`src/rtl/fpu_issue_queue_if.sv`:
```
// fpu_issue_queue_if: core-side and FPU-side signals of the FP issue queue
interface fpu_issue_queue_if #(
  parameter int DEPTH = 4,
  parameter int X_ID_WIDTH = 4,
  parameter int XLEN = 32,
  parameter int FLEN = 32
);
  logic flush;
  logic in_valid;
  logic in_ready;
  logic [31:0] in_instr;
  logic [XLEN-1:0] in_xdata;
  logic [FLEN-1:0] in_mdata;
  logic fpu_ready;
  logic out_enable;
  logic [31:0] out_instr;
  logic [X_ID_WIDTH-1:0] out_id;
  logic [XLEN-1:0] out_xdata;
  logic [FLEN-1:0] out_mdata;
  logic [$clog2(DEPTH):0] count;
  logic illegal_instr;
  modport master (
    output flush, in_valid, in_instr, in_xdata, in_mdata, fpu_ready,
    input in_ready, out_enable, out_instr, out_id, out_xdata, out_mdata, count, illegal_instr
  );
  modport slave (
    input flush, in_valid, in_instr, in_xdata, in_mdata, fpu_ready,
    output in_ready, out_enable, out_instr, out_id, out_xdata, out_mdata, count, illegal_instr
  );
endinterface

```
`src/rtl/fpu_issue_queue.sv`:
```
// fpu_issue_queue: FIFO buffering FP instructions with rolling ids ahead of the FPU; ISSUEQ_OPCODE_FILTER_EN drops non-FP opcodes
module fpu_issue_queue #(
  parameter int DEPTH = 4,
  parameter int X_ID_WIDTH = 4,
  parameter int XLEN = 32,
  parameter int FLEN = 32
) (
  input logic ck,
  input logic rst,
  fpu_issue_queue_if.slave q
);
  localparam int AW = $clog2(DEPTH);
  localparam logic [AW:0] FULL = (AW+1)'(DEPTH);
  typedef struct packed {
    logic [31:0] instr;
    logic [XLEN-1:0] xdata;
    logic [FLEN-1:0] mdata;
    logic [X_ID_WIDTH-1:0] id;
  } entry_t;
  entry_t mem [DEPTH];
  entry_t head;
  logic [AW-1:0] rd_ptr, wr_ptr;
  logic [AW:0] cnt;
  logic [X_ID_WIDTH-1:0] id_ctr;
  logic accept, push, pop, empty;
  assign empty = (cnt == '0);
  assign q.count = cnt;
  assign q.in_ready = (cnt < FULL);
  assign q.out_enable = !empty && q.fpu_ready;
  assign pop = q.out_enable;
  assign accept = q.in_valid && q.in_ready && !q.flush;
`ifdef ISSUEQ_OPCODE_FILTER_EN
  logic legal, illegal_q;
  assign legal = q.in_instr[6:0] inside {7'b0000111, 7'b0100111, 7'b1000011, 7'b1000111,
                                         7'b1001011, 7'b1001111, 7'b1010011};
  assign push = accept && legal;
  assign q.illegal_instr = illegal_q;
  always_ff @(posedge ck)
    if (rst) illegal_q <= 1'b0;
    else illegal_q <= accept && !legal;
`else
  assign push = accept;
  assign q.illegal_instr = 1'b0;
`endif
  assign head = mem[rd_ptr];
  assign q.out_instr = empty ? '0 : head.instr;
  assign q.out_xdata = empty ? '0 : head.xdata;
  assign q.out_mdata = empty ? '0 : head.mdata;
  assign q.out_id = empty ? '0 : head.id;
  always_ff @(posedge ck)
    if (push) mem[wr_ptr] <= '{q.in_instr, q.in_xdata, q.in_mdata, id_ctr};
  // flush keeps id_ctr so ids remain unique across a queue clear
  always_ff @(posedge ck)
    if (rst) begin
      rd_ptr <= '0;
      wr_ptr <= '0;
      cnt <= '0;
      id_ctr <= '0;
    end else if (q.flush) begin
      rd_ptr <= '0;
      wr_ptr <= '0;
      cnt <= '0;
    end else begin
      if (push) begin
        wr_ptr <= wr_ptr + 1'b1;
        id_ctr <= id_ctr + 1'b1;
      end
      if (pop) rd_ptr <= rd_ptr + 1'b1;
      cnt <= cnt + (AW+1)'(push) - (AW+1)'(pop);
    end
endmodule

```
`src/flat_wrapper.sv`:
```
// flat-port wrapper written by rule: the top's interface ports become plain ports
module fpu_issue_queue_flat 
#(
  parameter int DEPTH = 4,
  parameter int X_ID_WIDTH = 4,
  parameter int XLEN = 32,
  parameter int FLEN = 32
)
  (ck, rst, q_flush, q_in_valid, q_in_instr, q_in_xdata, q_in_mdata, q_fpu_ready, q_in_ready, q_out_enable, q_out_instr, q_out_id, q_out_xdata, q_out_mdata, q_count, q_illegal_instr);
  fpu_issue_queue_if #(.DEPTH(DEPTH), .X_ID_WIDTH(X_ID_WIDTH), .XLEN(XLEN), .FLEN(FLEN)) q_i ();
  input logic ck;
  input logic rst;
  input wire logic [$bits(q_i.flush)-1:0] q_flush;
  input wire logic [$bits(q_i.in_valid)-1:0] q_in_valid;
  input wire logic [$bits(q_i.in_instr)-1:0] q_in_instr;
  input wire logic [$bits(q_i.in_xdata)-1:0] q_in_xdata;
  input wire logic [$bits(q_i.in_mdata)-1:0] q_in_mdata;
  input wire logic [$bits(q_i.fpu_ready)-1:0] q_fpu_ready;
  output wire logic [$bits(q_i.in_ready)-1:0] q_in_ready;
  output wire logic [$bits(q_i.out_enable)-1:0] q_out_enable;
  output wire logic [$bits(q_i.out_instr)-1:0] q_out_instr;
  output wire logic [$bits(q_i.out_id)-1:0] q_out_id;
  output wire logic [$bits(q_i.out_xdata)-1:0] q_out_xdata;
  output wire logic [$bits(q_i.out_mdata)-1:0] q_out_mdata;
  output wire logic [$bits(q_i.count)-1:0] q_count;
  output wire logic [$bits(q_i.illegal_instr)-1:0] q_illegal_instr;
  assign q_i.flush = q_flush;
  assign q_i.in_valid = q_in_valid;
  assign q_i.in_instr = q_in_instr;
  assign q_i.in_xdata = q_in_xdata;
  assign q_i.in_mdata = q_in_mdata;
  assign q_i.fpu_ready = q_fpu_ready;
  assign q_in_ready = q_i.in_ready;
  assign q_out_enable = q_i.out_enable;
  assign q_out_instr = q_i.out_instr;
  assign q_out_id = q_i.out_id;
  assign q_out_xdata = q_i.out_xdata;
  assign q_out_mdata = q_i.out_mdata;
  assign q_count = q_i.count;
  assign q_illegal_instr = q_i.illegal_instr;
  fpu_issue_queue #(.DEPTH(DEPTH), .X_ID_WIDTH(X_ID_WIDTH), .XLEN(XLEN), .FLEN(FLEN)) u_core (.ck(ck), .rst(rst), .q(q_i));
endmodule
```
`config.mk`:
```
export PLATFORM = sky130hd
export DESIGN_NAME = fpu_issue_queue_flat
export DESIGN_NICKNAME = d
export VERILOG_FILES = /design/src/rtl/fpu_issue_queue_if.sv /design/src/rtl/fpu_issue_queue.sv /design/src/flat_wrapper.sv
export SDC_FILE = /design/constraint.sdc
export NUM_CORES = 1
export LEC_CHECK = 0
export CAP_MARGIN = 20
export CORE_ASPECT_RATIO = 0.7
export CORE_MARGIN = 2
export CORE_UTILIZATION = 60
export DETAILED_ROUTE_END_ITERATION = 10
export DONT_BUFFER_PORTS = 1
export PLACE_DENSITY = 0.81
export SLEW_MARGIN = 20
export SYNTH_ARGS = -nofsm -noshare
export SYNTH_HDL_FRONTEND = slang
export SYNTH_SLANG_ARGS = --single-unit
export TNS_END_PERCENT = 30
```
`constraint.sdc`:
```
create_clock -name ck -period 5.97 [get_ports ck]
set_clock_uncertainty 0.2 [all_clocks]
set_input_delay 1.4925 -clock ck [delete_from_list [all_inputs] [get_ports ck]]
set_output_delay 1.4925 -clock ck [all_outputs]
set_load 0.1 [all_outputs]
```
# ---- Yosys cells after proc, flatten, opt, wreduce, memory -nomap -nowiden
# Memory sizes are Yosys's and may differ from the RTL's. A register that Yosys moved wholly into a read port is not among the register bits.
# Index checks and enable logic that the tools add are counted.
dict set report op_classes {
  add_sub_neg 5
  magnitude_cmp 1
  muxes 8
  bitwise_logic 1
  reduce_logical 8
}
# operator n
set op_table {}
lappend op_table {{$mux 32} 3}
lappend op_table {{$add 2x1->2 const B} 2}
lappend op_table {{$add 4x1->4 const B} 1}
lappend op_table {{$mux 2} 2}
lappend op_table {{$mux 4} 1}
lappend op_table {{$add 3x1->3} 1}
lappend op_table {{$logic_and 1x1->1} 3}
lappend op_table {{$logic_not 3->1} 1}
lappend op_table {{$lt 3x3->1 const B} 1}
lappend op_table {{$sub 3x1->3} 1}
lappend op_table {{$logic_not 1->1} 2}
lappend op_table {{$mux 1} 2}
lappend op_table {{$reduce_and 2->1} 1}
lappend op_table {{$reduce_or 2->1} 1}
lappend op_table {{$not 1->1} 1}
dict set report word_totals {
  regBits 11
  ram_bits 400
  inputBits 101
  output_inout_bits 106
  elab_cells 28
  n_memories 1
}
# memory words width read_ports rd_ports_with_merged_regs write_ports line_no
set memory_table {}
lappend memory_table {u_core.mem 4 100 1 1 1 fpu_issue_queue.sv:20} ;# entry_t mem [DEPTH];

# ---- Longest topological paths before layout
# Gate-level depths: netlist of the first run.
dict set report logic_depth {
  word_depth 5
  depth_mapped 10
  depth_no_buf 10
}

# ---- Worst setup path after synthesis of the first run
# OpenSTA, ideal clock, no wires.
dict set report synth_timing {
  path_kind {input -> register}
  startpoint {in q_flush}
  endpoint {mem u_core.mem[0][0] in the netlist's numbering, enable pin}
  setup_time_ns 0.470
  arrival_time_ns 4.229
  required_ns 5.300
  slack_ns 1.070
  stages 3
  n_path_buf 1
  cell_sequence {nor3b_1 buf_2 and2_1}
}
dict set report synth_via {
  elab_chain_len 4
}
# item line_no
set synth_lines {}
lappend synth_lines {{start: declaration} flat_wrapper.sv:13} ;# input wire logic [$bits(q_i.flush)-1:0] q_flush;
lappend synth_lines {{$logic_not 1->1} fpu_issue_queue.sv:31} ;# assign accept = q.in_valid && q.in_ready && !q.flush;
lappend synth_lines {{$logic_and 1x1->1} fpu_issue_queue.sv:31}
lappend synth_lines {{via u_core.accept} fpu_issue_queue.sv:25} ;# logic accept, push, pop, empty;
lappend synth_lines {{$mux 1} fpu_issue_queue.sv:51} ;# if (push) mem[wr_ptr] <= '{q.in_instr, q.in_xdata, q.in_mdata, id_ctr};
lappend synth_lines {{$mux 1 (not written as such)} fpu_issue_queue.sv:51}
lappend synth_lines {{end: declaration} fpu_issue_queue.sv:20}
# The timed path passes the listed nets, and every way through them passes these cells.

# ---- Final worst setup path of the first run
dict set report layout_timing {
  startpoint {reg u_core.cnt[2], in the netlist u_core.q.count[2]}
  endpoint {out q_out_instr[0]}
}
dict set report layout_via {
  elab_chain_len 2
}
# item line_no
set layout_lines {}
lappend layout_lines {{start: declaration} fpu_issue_queue.sv:23} ;# logic [AW:0] cnt;
lappend layout_lines {{start signal: assignment} fpu_issue_queue.sv:69} ;# cnt <= cnt + (AW+1)'(push) - (AW+1)'(pop);
lappend layout_lines {{$logic_not 3->1} fpu_issue_queue.sv:26} ;# assign empty = (cnt == '0);
lappend layout_lines {{$mux 32} fpu_issue_queue.sv:46} ;# assign q.out_instr = empty ? '0 : head.instr;
lappend layout_lines {{end: declaration} flat_wrapper.sv:21} ;# output wire logic [$bits(q_i.out_instr)-1:0] q_out_instr;
# Every way passes these cells.

==> impl_metrics.ini, run 1 <==
[synthesis]
ys_warn_count = 0
post-synth-top-count-cell = edfxtp_1
netlist.area_leader.share_pct = 76.3
ys_async_sr_fraction_pct = 0
ys.flop_type = edfxtp_1
synth_edf_count = 400
netlist_top_cells_area = edfxtp_1, mux4_2, nor2b_1, dfxtp_1, buf_6
synth_cell_types = 29
yosysSeqAreaShare_pct = 78.0
synthTopCellsByCount = edfxtp_1, nor2b_1, mux4_2
synth_area_um2 = 15700
synth_fp_nets = 810
yosys.area.top_type = edfxtp_1
syn_inst = 701
avgSynthCellArea_um2 = 22.5
synth_seq_cells = 413

[route]
via_count = 6947
wl_per_cell_um = 26.1
viasPerCell = 6.14
first_iter_violations = 476
dr.pass1.iters = 5
drc = 0
routed_wl_um = 29500
drtAntennaViolNets = 0

[global_route]
grt_pass1_vias = 7380
grt_pass1_wl_um = 44700
grtUsageTotal_pct = 21.8
grt_max_degree = 70
overflow = 0
antenna_found_initial = 0

[clock_network]
clockBufferDepth = 3
clk_pin_slew_ps = 60
cts_setup_buffers = 0
cts.sinks = 413
cts_resized = 0
cts_tree = yes
numCtsBuffers = 38
cts_hold_buf = 0
clockRootBuffer = clkbuf_16
worstSkewPairLatency_ps = 530
htreeDepth = 2

[timing]
fin_crit_ps = 5120
setup-violations-final = 0
rsz0062_at_grt = false
clock.fmax_mhz = 195
hold_viol = 0
slew_headroom_pct = 22.4
fin_crit_sh_pct = 85.7
finalMaxSlewViolations = 0
worst_pin_slew_ps = 1160
fin_tns_setup_ps = 0

[setup_path]
regToRegSetupSlack_ps = 2140
crit_start = u_core.q.count[2]$_SDFF_PP0_
cp_slowest_cell = buf_6
cp_cell_sequence = nor3_2 > buf_6 > buf_4 > nor2b_2 > buf_4
cp_num_buf_inv = 3
critPathMostFrequentCell = buf_4
worstPathMaxFanout = 69
r2r_start = u_core.q.count[2]$_SDFF_PP0_
crit_type = flip-flop to output port
max_stage_delay_ps = 720
worstPathArrival_ps = 3420
required_ps = 4280
endpoint_kind = output port
critical-path-top-delay-family = buffers and inverters
cp-start-kind = flip-flop

[status]
status = finished clean

[final_layout]
layout-drive-gt1-share_pct = 40.9
design_area_um2 = 18000
area_growth_pct = 14.1
nets = 884
n_antenna_cell = 0

[placement]
gp_congestion = 0.758
dpl_cell_area_um2 = 16800
portBuffers = 0
dp_hpwl_um = 17500

[hold_path]
hold_path_class = flip-flop to flip-flop
min-delay-start = u_core.id_ctr[3]$_SDFFE_PP0P_

[pwr]
peakVddDrop_mv = 0.385
p_per_area_nw_per_um2 = 363
p_leak_nw = 5.63

[floorplan]
core_um2 = 25700
chipWidth_um = 198
die_h_um = 140
rows = 49
start_util_pct = 61.1
die-area_um2 = 27600
io_pins = 207

[flow_run]
maxCapViolCount = 0
==> flip-flops by register name, summed over array words and instances (netlist names), named ones only <==
name,count
u_core.id_ctr,4
u_core.mem,400
u_core.q.count,3
u_core.rd_ptr,2
u_core.wr_ptr,2
==> cell type report <==
type / count / area, um2
clock inverters: 21 / 169
clock buffers: 45 / 998
multi-input cells: 244 / 3480
flip-flops and latches: 413 / 12300
fillers: 1493 / 7780
inverters: 8 / 30.0
repair buffers: 70 / 592
well taps: 331 / 414
==> placed cells by master, fill, tap and decap left out, types with 5 or more instances in the layout <==
cell type  synthesis  routed
clkbuf_1          11       6
nor2b_2            0      99
buf_4              2      64
buf_12             0       5
clkbuf_16          0      39
xnor2_1            5       5
clkinv_2           0       5
ha_1               7       7
clkinv_1           0      12
dfxtp_1           13      11
inv_1              8       8
edfxtp_1         400     400
mux4_2           100     100
nor2_1            11      11
==> routing by layer <==
| layer | up-vias | part of all wire [%] | global-route usage [%] |
|---|---|---|---|
| met5 | - | 0 | 0 |
| met4 | 0 | 1.5 | 5.22 |
| met3 | 42 | 8.9 | 7.66 |
| met2 | 254 | 49 | 34.6 |
| met1 | 3680 | 41 | 29.7 |
| li1 | 2971 | - | - |
==> cells by family (layout without fill, tap and decap cells) <==
| logic type | after synthesis | after routing | share of synthesized area (%) |
|---|---|---|---|
| adder cells (fa/ha/maj) | 8 | 8 | 0.683 |
| multiplexers | 103 | 103 | 14.5 |
| buffers and inverters | 44 | 144 | 1.67 |
| flip-flops | 413 | 413 | 78.0 |
| AND/OR/NAND/NOR | 123 | 123 | 4.72 |
| XOR/XNOR | 6 | 6 | 0.334 |
| other | 1 | 1 | 0.0238 |
| AO/OA/AOI/OAI | 3 | 3 | 0.111 |
==> where the power goes <==
part | total, mW | switching [mW] | internal (mW)
sequential | 3.26 | 0.0234 | 3.23
clock | 2.31 | 0.988 | 1.32
combinational | 0.954 | 0.767 | 0.187
==> worst paths after layout <==
kind / to / depth (start not counted)
min: u_core.mem[2][3]$_DFFE_PP_ / 0
min reg2reg: u_core.mem[2][3]$_DFFE_PP_ / 0
max: q_out_instr[0] / 5
max reg2reg: u_core.q.count[2]$_SDFF_PP0_ / 10
==> per-stage QoR <==
| step | setup WS, ps | hold slack (ps) | utilization [%] | std cells | total power, mW |
|---|---|---|---|---|---|
| after floorplan | 1070 | 259 | - | 701 | 4.10 |
| after global placement | 1360 | 261 | 65.2 | 1066 | 4.26 |
| after detailed placement | 1210 | 319 | 65.2 | 1066 | 4.28 |
| after CTS | 587 | 328 | 69.7 | 1132 | 6.57 |
| after global routing | 764 | 338 | 69.8 | 1132 | 6.70 |
| final | 853 | 330 | 69.8 | 1132 | 6.52 |
Note: power is estimated with default switching activity, not from simulation.
==> run 2, diff against run 1 <==
--- a/config.mk
+++ b/config.mk
@@ -11,7 +11,7 @@
 export CORE_UTILIZATION = 60
 export DETAILED_ROUTE_END_ITERATION = 10
 export DONT_BUFFER_PORTS = 1
-export PLACE_DENSITY = 0.81
+export PLACE_DENSITY = 0.87
 export SLEW_MARGIN = 20
 export SYNTH_ARGS = -nofsm -noshare
 export SYNTH_HDL_FRONTEND = slang
==> impl_metrics.ini, run 2 (synthesis gave the netlist of run 1 again) <==
[status]
status = finished clean

[pwr]
peakVddDrop_mv = 0.428
p_leak_nw = 5.43
p_per_area_nw_per_um2 = 371
total_power_mw = 6.55

[final_layout]
most-common-layout-cells = edfxtp_1, mux4_2, nor2b_2
seqCellArea_um2 = 12300
final_common_cell = edfxtp_1
layout-drive-gt1-share_pct = 38.3
area_growth_pct = 12.3
design_area_um2 = 17700
n_antenna_cell = 0
multi_input_area_um2 = 3470
largest_register_ffs = 400
regMostFlops = u_core.mem
finalNonFillerCells = 1090
n_fill_cell = 1485
nets = 841

[placement]
gp_congestion = 0.766
portBuffers = 0
place_inst = 1023
dp_hpwl_um = 17200
dpl_cell_area_um2 = 16400

[clock_network]
cts_setup_buffers = 0
cts_resized = 0
worstSkewPairLatency_ps = 520
cts_tree = yes
cts.sinks = 413
clk_pin_slew_ps = 60
htreeDepth = 2
cts_hold_buf = 0
numCtsBuffers = 38
clockBufferDepth = 3
clockRootBuffer = clkbuf_16

[setup_path]
cp_cell_sequence = nor3_2 > buf_4 > nor2b_2
cp-start-kind = flip-flop
max_stage_delay_ps = 1070
worstPathArrival_ps = 3200
required_ps = 4280
r2r_start = u_core.q.count[2]$_SDFF_PP0_
worstPathMaxFanout = 53
regToRegSetupSlack_ps = 2060
cp_slowest_cell = dfxtp_1
crit_type = flip-flop to output port
r2r_cells = 10
endpoint_kind = output port
crit_start = u_core.q.count[2]$_SDFF_PP0_
cp_num_buf_inv = 1
timing.rr.end = u_core.q.count[2]$_SDFF_PP0_
critical-path-top-delay-family = simple AND/OR/NAND/NOR gates

[flow_run]
maxCapViolCount = 0

[hold_path]
hold_path_class = flip-flop to flip-flop
min-delay-start = u_core.rd_ptr[1]$_SDFFE_PP0P_
worstHoldPathCells = 2

[floorplan]
die_h_um = 140
core_um2 = 25700
io_pins = 207
chipWidth_um = 198
die-area_um2 = 27600
rows = 49
start_util_pct = 61.1

[global_route]
overflow = 0
grtUsageTotal_pct = 21.3
grt_pass1_wl_um = 43000
grt_pass1_vias = 7163
grt_max_degree = 55
antenna_found_initial = 0

[timing]
worst_pin_slew_ps = 1140
rsz0062_at_grt = false
finalMaxSlewViolations = 0
fin_crit_sh_pct = 82.0
setup-violations-final = 0
slew_headroom_pct = 23.4
hold_viol = 0
hold_ws_ps = 323
fin_crit_ps = 4900
fin_tns_setup_ps = 0
clock.fmax_mhz = 204

[route]
via_count = 6712
wl_per_cell_um = 26.2
first_iter_violations = 488
viasPerCell = 6.16
drc = 0
routed_wl_um = 28500
dr.pass1.iters = 4
drtAntennaViolNets = 0
[run 2: per-stage QoR]
step | worst slack, ps | util [%]
after global placement | 1720 | 63.8
after CTS | 1060 | 68.7
after detailed placement | 1640 | 63.8
after global routing | 986 | 68.7
final | 1070 | 68.7
after floorplan | 1070 | -
[run 2: how the worst max path moves through the flow]
stage	depth (start not counted)	slack (ps)	endpoint
4_1_cts	3	1060	q_out_instr[23]
3_5_place_dp	3	1640	q_out_instr[23]
5_1_grt	3	990	q_out_instr[31]
6_report	3	1070	q_out_instr[23]
2_1_floorplan	3	1070	u_core.mem[0][0]$_DFFE_PP_
3_3_place_gp	3	1720	q_out_xdata[1]
[run 2: where the power goes]
part           switching [mW]  total, mW  internal (mW)
Combinational           0.750      0.892          0.142
Clock                   0.987       2.40           1.41
Sequential             0.0268       3.26           3.24
Total                    1.76       6.55           4.79
[run 2: area by class of cell]
type	instances	share of cell area, %
multi-input combinational	244	19.6
clock buffer	45	5.89
timing repair buffer	27	1.36
tap	331	2.34
clock inverter	22	1.13
sequential	413	69.5
inverter	8	0.170
[run 2: routing by layer]
metal  global-route usage [%]  wire [um]  up-vias
met5                        0          0        -
met4                     6.45        585        0
met3                     6.71       2610       47
met2                     34.8      14300      277
met1                     28.0      11100     3508
li1                         -          -     2880
[run 2: tightest hold or removal path: cells and delay by family (launching register included)]
family | cells | cell delay, ps
AOI/OAI and AO/OA | 2 | 150
DFF | 1 | 320
==> run 3, diff against run 2 <==
--- a/config.mk
+++ b/config.mk
@@ -8,10 +8,10 @@
 export CAP_MARGIN = 20
 export CORE_ASPECT_RATIO = 0.7
 export CORE_MARGIN = 2
-export CORE_UTILIZATION = 60
+export CORE_UTILIZATION = 57
 export DETAILED_ROUTE_END_ITERATION = 10
 export DONT_BUFFER_PORTS = 1
-export PLACE_DENSITY = 0.87
+export PLACE_DENSITY = 0.86
 export SLEW_MARGIN = 20
 export SYNTH_ARGS = -nofsm -noshare
 export SYNTH_HDL_FRONTEND = slang
==> constraint.sdc (replaced) <==
create_clock -name ck -period 4.19 [get_ports ck]
set_clock_uncertainty 0.2 [all_clocks]
set_input_delay 1.0475 -clock ck [delete_from_list [all_inputs] [get_ports ck]]
set_output_delay 1.0475 -clock ck [all_outputs]
set_load 0.1 [all_outputs]
==> impl_metrics.ini, run 3 (synthesis gave the netlist of run 1 again) <==
[final_layout]
largest_register_ffs = 400
finalNonFillerCells = 1216
layout-drive-gt1-share_pct = 44.4
final_common_cell = edfxtp_1
area_growth_pct = 18.6
nets = 933
regMostFlops = u_core.mem
n_antenna_cell = 0
most-common-layout-cells = edfxtp_1, mux4_2, nor2b_2

[floorplan]
core_um2 = 27000
rows = 50
start_util_pct = 58.4
die_h_um = 143
die-area_um2 = 29000
chipWidth_um = 203
io_pins = 207

[route]
wl_per_cell_um = 26.2
first_iter_violations = 501
routed_wl_um = 31800
drtAntennaViolNets = 0
via_count = 7286
dr.pass1.iters = 5
drc = 0
viasPerCell = 5.99

[setup_path]
endpoint_kind = output port
cp-start-kind = flip-flop
required_ps = 2940
worstPathMaxFanout = 19
r2r_cells = 4
worstPathArrival_ps = 2590
crit_type = flip-flop to output port

[timing]
setup-violations-final = 0
slew_headroom_pct = 41.2
fin_crit_sh_pct = 91.7
hold_viol = 0
rsz0062_at_grt = false
fin_crit_ps = 3840
worst_pin_slew_ps = 883
clock.fmax_mhz = 260
finalMaxSlewViolations = 0

[clock_network]
cts_hold_buf = 0
worstSkewPairLatency_ps = 520
cts_resized = 0
cts_setup_buffers = 0
cts.sinks = 413
clockRootBuffer = clkbuf_16
htreeDepth = 2
cts_tree = yes
clockBufferDepth = 3
numCtsBuffers = 38
clk_pin_slew_ps = 60

[placement]
portBuffers = 0
dp_hpwl_um = 18800
place_inst = 1148
gp_congestion = 0.759

[hold_path]
worstHoldPathCells = 2
hold_path_class = flip-flop to flip-flop

[global_route]
antenna_found_initial = 0
overflow = 0
grt_pass1_vias = 7822
grtUsageTotal_pct = 22.3
grt_pass1_wl_um = 47400
grt_max_degree = 103

[pwr]
p_int_mw = 6.80
total_power_mw = 9.39
combPwrFrac_pct = 16.2
p_leak_nw = 5.96
pwr-share-seq_pct = 49.4
switching_share_pct = 27.6
peakVddDrop_mv = 0.382
power_switching_mw = 2.59
p_clk_share_pct = 34.4
p_per_area_nw_per_um2 = 503

[status]
status = finished clean

[flow_run]
maxCapViolCount = 0
[run 3: metal layers]
metal / wire length (um) / track usage [%]
met5: 0 / 0
met4: 778 / 7.18
met3: 2710 / 7.33
met2: 16400 / 38.3
met1: 11900 / 27.2
[run 3: final cells by class]
cell class | count | area [um2]
clock buffers | 47 | 985
clock inverters | 21 | 165
fillers | 1561 | 8290
inverters | 8 | 30.0
multi-input cells | 244 | 3470
flip-flops and latches | 413 | 12300
well taps | 364 | 455
repair buffers | 119 | 1280
[run 3: path summary, 6_finish.rpt]
check / from / to / slack (ps)
setup / recovery: flip-flop / q_out_xdata[9] / 350
hold / removal: u_core.rd_ptr[1]$_SDFFE_PP0P_ / flip-flop / 290
setup reg to reg: u_core.q.count[2]$_SDFF_PP0_ / u_core.mem[2][7]$_DFFE_PP_ / 1290
hold reg to reg: u_core.rd_ptr[1]$_SDFFE_PP0P_ / flip-flop / 290
[run 3: per-stage QoR]
stage                     setup TNS [ps]  cell area, um2  setup WS [ps]  util, %  hold WS (ps)
after floorplan                   -52940           15700           -265        -           259
after global placement                 0           17500            883     65.0           266
final                                  0           18700            348     69.2           294
after detailed placement               0           17500            826     65.0           296
after global routing                   0           18700            208     69.2           360
after CTS                              0           18700            281     69.2           305
[run 3: worst max-delay path, cell delays in order (launching register included)]
cell and delay (ps):
dfxtp_4 600, buf_4 390, mux4_2 610, nor2b_2 210, buf_12 220
[run 3: power groups by stage]
stage / clock [mW] / sequential [mW] / combinational, mW
after floorplan: 0 / 4.73 / 1.10
after global placement: 0 / 4.72 / 1.50
after detailed placement: 0 / 4.73 / 1.52
after CTS: 3.30 / 4.64 / 1.53
after global routing: 3.44 / 4.64 / 1.56
final: 3.23 / 4.64 / 1.52
==> patch 1 (flow settings as in run 1) <==
`X_ID_WIDTH` is set to 4 in 3 places; all go to 6.
--- a/src/rtl/fpu_issue_queue_if.sv
+++ b/src/rtl/fpu_issue_queue_if.sv
@@ -1,7 +1,7 @@
 // fpu_issue_queue_if: core-side and FPU-side signals of the FP issue queue
 interface fpu_issue_queue_if #(
   parameter int DEPTH = 4,
-  parameter int X_ID_WIDTH = 4,
+  parameter int X_ID_WIDTH = 6,
   parameter int XLEN = 32,
   parameter int FLEN = 32
 );
--- a/src/rtl/fpu_issue_queue.sv
+++ b/src/rtl/fpu_issue_queue.sv
@@ -1,7 +1,7 @@
 // fpu_issue_queue: FIFO buffering FP instructions with rolling ids ahead of the FPU; ISSUEQ_OPCODE_FILTER_EN drops non-FP opcodes
 module fpu_issue_queue #(
   parameter int DEPTH = 4,
-  parameter int X_ID_WIDTH = 4,
+  parameter int X_ID_WIDTH = 6,
   parameter int XLEN = 32,
   parameter int FLEN = 32
 ) (
--- a/src/flat_wrapper.sv
+++ b/src/flat_wrapper.sv
@@ -2,7 +2,7 @@
 module fpu_issue_queue_flat 
 #(
   parameter int DEPTH = 4,
-  parameter int X_ID_WIDTH = 4,
+  parameter int X_ID_WIDTH = 6,
   parameter int XLEN = 32,
   parameter int FLEN = 32
 )
Interface: changed (resized q_out_id); port bits go from 207 to 209. The function was not compared with the original's and may differ.
==> patch 1 against run 1 <==
  * Power up 3.6%
  * Via count up 3.0%
  * Synthesized cell count up 3.9%
  * Area after synthesis up 2.5%
  * Routed wire length up 3.2%
  * Design area up 2.0%
  * Count of clock-buffer cells in the layout up 5
  * Cell count up 3.8%
  * Worst setup slack better by 0.43 ns
  * Critical path depth down 2
  * Sequential cell count up 10
  * Sequential share of layout area up 0.17 points
  * Critical endpoint is now q_out_instr[25]
==> patch 1: results (changes against run 1) <==
[clock_tree]
cts-buffers-inserted = 39  ; was 38
postCtsResizedCells = 0  ; unchanged
root_buffer = clkbuf_16  ; unchanged
cts-root-to-sink-buffers = 3  ; unchanged
cts-htree-levels = 2  ; unchanged
cts.repair_timing.setup_buffer_count = 0  ; unchanged
clk_pin_slew_worst_paths_ns = 0.06  ; about the same
clock_insertion_delay_worst_skew_ns = 0.52

[logic_synthesis]
synth.area.top_cells = edfxtp_1 76%, mux4_2 14%, nor2b_1 4.0%, dfxtp_1 1.9%, buf_6 0.56%  ; was edfxtp_1 76%, mux4_2 14%, nor2b_1 4.0%, dfxtp_1 1.7%, buf_6 0.72%
synth-edff-count = 408  ; was 400
yosys-top-cells-count = 408 x edfxtp_1, 103 x nor2b_1, 102 x mux4_2  ; was 400 x edfxtp_1, 101 x nor2b_1, 100 x mux4_2
yosysWarnings = 0  ; unchanged
syn_inst = 728  ; was 701
postSynth.asyncResetShare_pct = 0  ; unchanged
yosysSeqAreaShare_pct = 77.76  ; was 77.95%
post_synth_num_cell_types = 33  ; was 29
postSynthNetCount = 837  ; was 810

[cells_and_area]
diodes = 0  ; unchanged
largest_register = u_core.mem  ; unchanged
drive_gt1_share_pct = 39.33  ; was 40.95%
n_fill_cell = 1585  ; was 1,493
num-nets-final = 891  ; was 884
instances_no_fill = 1175  ; was 1,132
largest_register_ffs = 408  ; was 400

[pwr]
internal-power_mw = 4.913  ; was 4.742 mW
cellLeakagePower_nw = 5.711  ; was 5.633 nW
irDropWorstVdd_mv = 0.2798  ; was 0.3848 mV

[critical_path]
cp.arrival_ns = 2.99  ; was 3.42 ns
critPathMaxFanout = 29  ; was 69

[routing]
drt-pass1-iter-count = 5  ; unchanged
vias = 7152  ; was 6,947
wl_microns = 30500  ; was 29,550 microns
drt_iter0_drc = 551  ; was 476

[sta]
max-slew-margin-rel_pct = 22.55  ; was 22.40%

[grt]
grt_pass1_wl_microns = 46090  ; was 44,660 microns
track_usage_pct = 22.33  ; was 21.83%
gr-total-overflow = 0  ; unchanged
number_of_antenna_violations_at_the_first_check_in_global_routing = 0  ; unchanged
grt_max_degree = 105  ; was 70
grt_pass1_vias = 7601  ; was 7,380

[placed_design]
place.gp.congestion = 0.7707  ; was 0.7578
hpwlAfterDp_microns = 17970  ; was 17,550 microns
placement.io_buffers = 0  ; unchanged
dp.cells = 1104  ; was 1,066

[hold_path]
min_path_type = register to register  ; unchanged

[run_status]
status = finished, final reports clean  ; unchanged

==> patch 1: cell types whose count changed in the layout (fill, tap and decap cells not counted), moves of 2 or more <==
| cell | delta |
|---|---|
| edfxtp_1 | +8 |
| dfxtp_1 | +2 |
| clkbuf_16 | +2 |
| mux4_2 | +2 |
| buf_4 | -17 |
| nor2b_2 | +3 |
| clkbuf_1 | +3 |
| clkinv_2 | +2 |
| clkinvlp_4 | +2 |
| buf_12 | -3 |
| clkinv_1 | -5 |
| inv_1 | +3 |
| a21oi_1 | +2 |
==> patch 1: final timing paths <==
check                    start                 to  slack [ns]  cells past startpoint
min           u_core.rd_ptr[1]           register        0.30                      2
max reg2reg  u_core.q.count[2]  u_core.q.count[2]        2.64                     10
max                   register    q_out_instr[25]        1.28                      3
min reg2reg   u_core.rd_ptr[1]           register        0.30                      2
==> patch 1: layer usage <==
layer  vias to the layer above  track usage (%)  routed length, microns
met5                         -           0.7055                       0
met4                         0            6.121                     683
met3                        59            8.254                    3242
met2                       339            35.40                   14640
met1                      3728            29.57                   11940
li1                       3026                -                       -
==> patch 1: per-stage QoR <==
stage,setup slack [ns],instance area (sq um)
after floorplan,0.8841,16140
after global placement,1.831,17050
after detailed placement,1.758,17050
after CTS,1.163,18300
after global routing,1.068,18330
final,1.283,18330
==> patch 1: power by group through the flow <==
stage               Sequential [mW]  Clock (mW)  Combinational, mW
CTS                            3.33        2.48              0.996
global route                   3.34        2.59               1.02
finish                         3.33        2.43              0.990
detailed placement             3.40           0              0.994
global placement               3.39           0              0.984
floorplan                      3.40           0              0.827
==> patch 1: kinds of logic after synthesis <==
| kind of cell | count (synthesis) | share of synthesized area, % |
|---|---|---|
| buf+inv | 48 | 1.628 |
| simple gates | 130 | 4.899 |
| mux | 105 | 14.43 |
| flops | 423 | 77.76 |
| compound gates | 7 | 0.2713 |
| fa+ha+maj | 8 | 0.6666 |
| xor+xnor | 6 | 0.3256 |
| other cells | 1 | 0.02323 |
==> patch 1: critical path, cell delays in order (launching register included) <==
cell and delay (ns):
dfxtp_4 0.63, buf_4 0.59, mux4_2 0.37, nor2b_2 0.86
==> patch 1: layout make-up <==
| type | count | area share (%) |
|---|---|---|
| clock buffer | 50 | 5.781 |
| clock inverter | 20 | 1.072 |
| inverter | 11 | 0.2252 |
| multi-input combinational | 257 | 19.63 |
| sequential | 423 | 68.51 |
| tap | 364 | 2.484 |
| timing repair buffer | 50 | 2.293 |
==> patch 2 (settings of run 1) <==
Made on the original files. Build with the macro `ISSUEQ_OPCODE_FILTER_EN` defined.
--- a/src/rtl/fpu_issue_queue.sv
+++ b/src/rtl/fpu_issue_queue.sv
@@ -1,4 +1,6 @@
 // fpu_issue_queue: FIFO buffering FP instructions with rolling ids ahead of the FPU; ISSUEQ_OPCODE_FILTER_EN drops non-FP opcodes
+`define ISSUEQ_OPCODE_FILTER_EN
+
 module fpu_issue_queue #(
   parameter int DEPTH = 4,
   parameter int X_ID_WIDTH = 4,
Function: changed (a bounded check fails within 4 cycles, from zero or initial values and one cycle with rst high).
==> patch 2 against run 1 <==
  * Worst setup slack improved by 0.15 ns
  * Routed wire length rose by 2.5%
  * Area after synthesis rose by 0.13%
  * Sequential cell count rose by 1
  * Maximum frequency rose by 3.0%
  * Design area rose by 2.1%
  * Critical path depth fell by 1
  * Critical path type unchanged
  * Highest routed layer unchanged
Power is not compared: it rests on default switching activity, and its combinational part moved more than twofold at a synthesized area within 25%.
==> patch 2: results (changes against run 1) <==
[run_status]
status = finished, final reports clean  ; unchanged

[placed_design]
place.gp.congestion = 0.7515  ; was 0.7578
dp.cells = 1125  ; was 1,066
dp_slack_ns = 1.484  ; was 1.206 ns
hpwlAfterDp_microns = 17660  ; was 17,550 microns

[clock_tree]
cts-buffers-inserted = 39  ; was 38
clk_pin_slew_worst_paths_ns = 0.06  ; about the same
clock_insertion_delay_worst_skew_ns = 0.51  ; was 0.53 ns
cts-htree-levels = 2  ; unchanged

[sta]
max-slew-margin-rel_pct = 28.39  ; was 22.40%

[logic_synthesis]
synth.area.top_cells = edfxtp_1 76%, mux4_2 14%, and2_1 4.0%, dfxtp_1 1.8%, ha_1 0.56%  ; was edfxtp_1 76%, mux4_2 14%, nor2b_1 4.0%, dfxtp_1 1.7%, buf_6 0.72%
syn_inst = 716  ; was 701

[hold_path]
min_path_type = register to register  ; unchanged

[critical_path]
critPathMaxFanout = 41  ; was 69

[grt]
grt_pass1_vias = 7759  ; was 7,380
grt_pass1_wl_microns = 45780  ; was 44,660 microns
grt_max_degree = 57  ; was 70
track_usage_pct = 22.43  ; was 21.83%

[routing]
wl_per_cell_microns = 25.32  ; was 26.10 microns
drt_iter0_drc = 680  ; was 476
vias = 7211  ; was 6,947
wl_microns = 30280  ; was 29,550 microns

[cells_and_area]
num-nets-final = 944  ; was 884
diodes = 0  ; unchanged
area_of_combinational_cells_with_multiple_inputs_sq_um = 3308  ; was 3483 sq um

[patch 2: cell types whose count changed after synthesis, moves of 5 or more]
| cell | before | now |
|---|---|---|
| a21oi_1 | 1 | 8 |
| nor2b_1 | 101 | 0 |
| and2_1 | 4 | 101 |
| nand3_1 | 0 | 5 |
| buf_6 | 10 | 0 |
| clkbuf_1 | 11 | 22 |
[patch 2: power by group through the flow]
stage                     Clock [mW]  Combinational (mW)  Sequential, mW
after global routing            2.74              0.0979            3.19
final                           2.59              0.0938            3.19
after floorplan                    0              0.0753            3.25
after CTS                       2.63              0.0945            3.19
after detailed placement           0              0.0941            3.25
after global placement             0              0.0928            3.25
[patch 2: final cells by class]
type                            instances  area share [%]
Multi-Input combinational cell        257           18.04
Clock inverter                         23           1.658
Inverter                               10          0.2047
Timing Repair Buffer                  113           5.035
Tap cell                              331           2.258
Sequential cell                       414           67.07
Clock buffer                           48           5.738
[patch 2: cells by family after synthesis]
kind of cell,share of synthesized area (%)
XOR/XNOR,0.2223
flip-flops,77.98
adder cells (fa/ha/maj),0.6826
buffers and inverters,1.159
multiplexers,14.29
AND/OR/NAND/NOR,4.977
AO/OA/AOI/OAI,0.6906
[patch 2: worst paths after layout]
kind                                   startpoint           endpoint  slack (ns)  cells after the start
worst min register to register   u_core.wr_ptr[0]   u_core.wr_ptr[0]        0.34                      2
worst max-delay path            u_core.q.count[2]    q_out_mdata[11]        1.00                      4
worst min-delay path             u_core.wr_ptr[0]   u_core.wr_ptr[0]        0.34                      2
worst max register to register  u_core.q.count[2]  u_core.mem[2][23]        2.49                      4
[patch 2: critical path, stage by stage, from the launching register on]
cell and delay (ns):
dfxtp_1 1.03, or3_2 0.76, buf_4 0.42, and2_1 0.21, buf_4 0.30
[patch 2: metal layers]
metal	vias up	wire, microns	track usage, %
met4	0	466	5.184
met1	3739	11660	29.58
met2	303	15050	36.43
met5	-	0	0
met3	37	3105	8.119
li1	3132	-	-
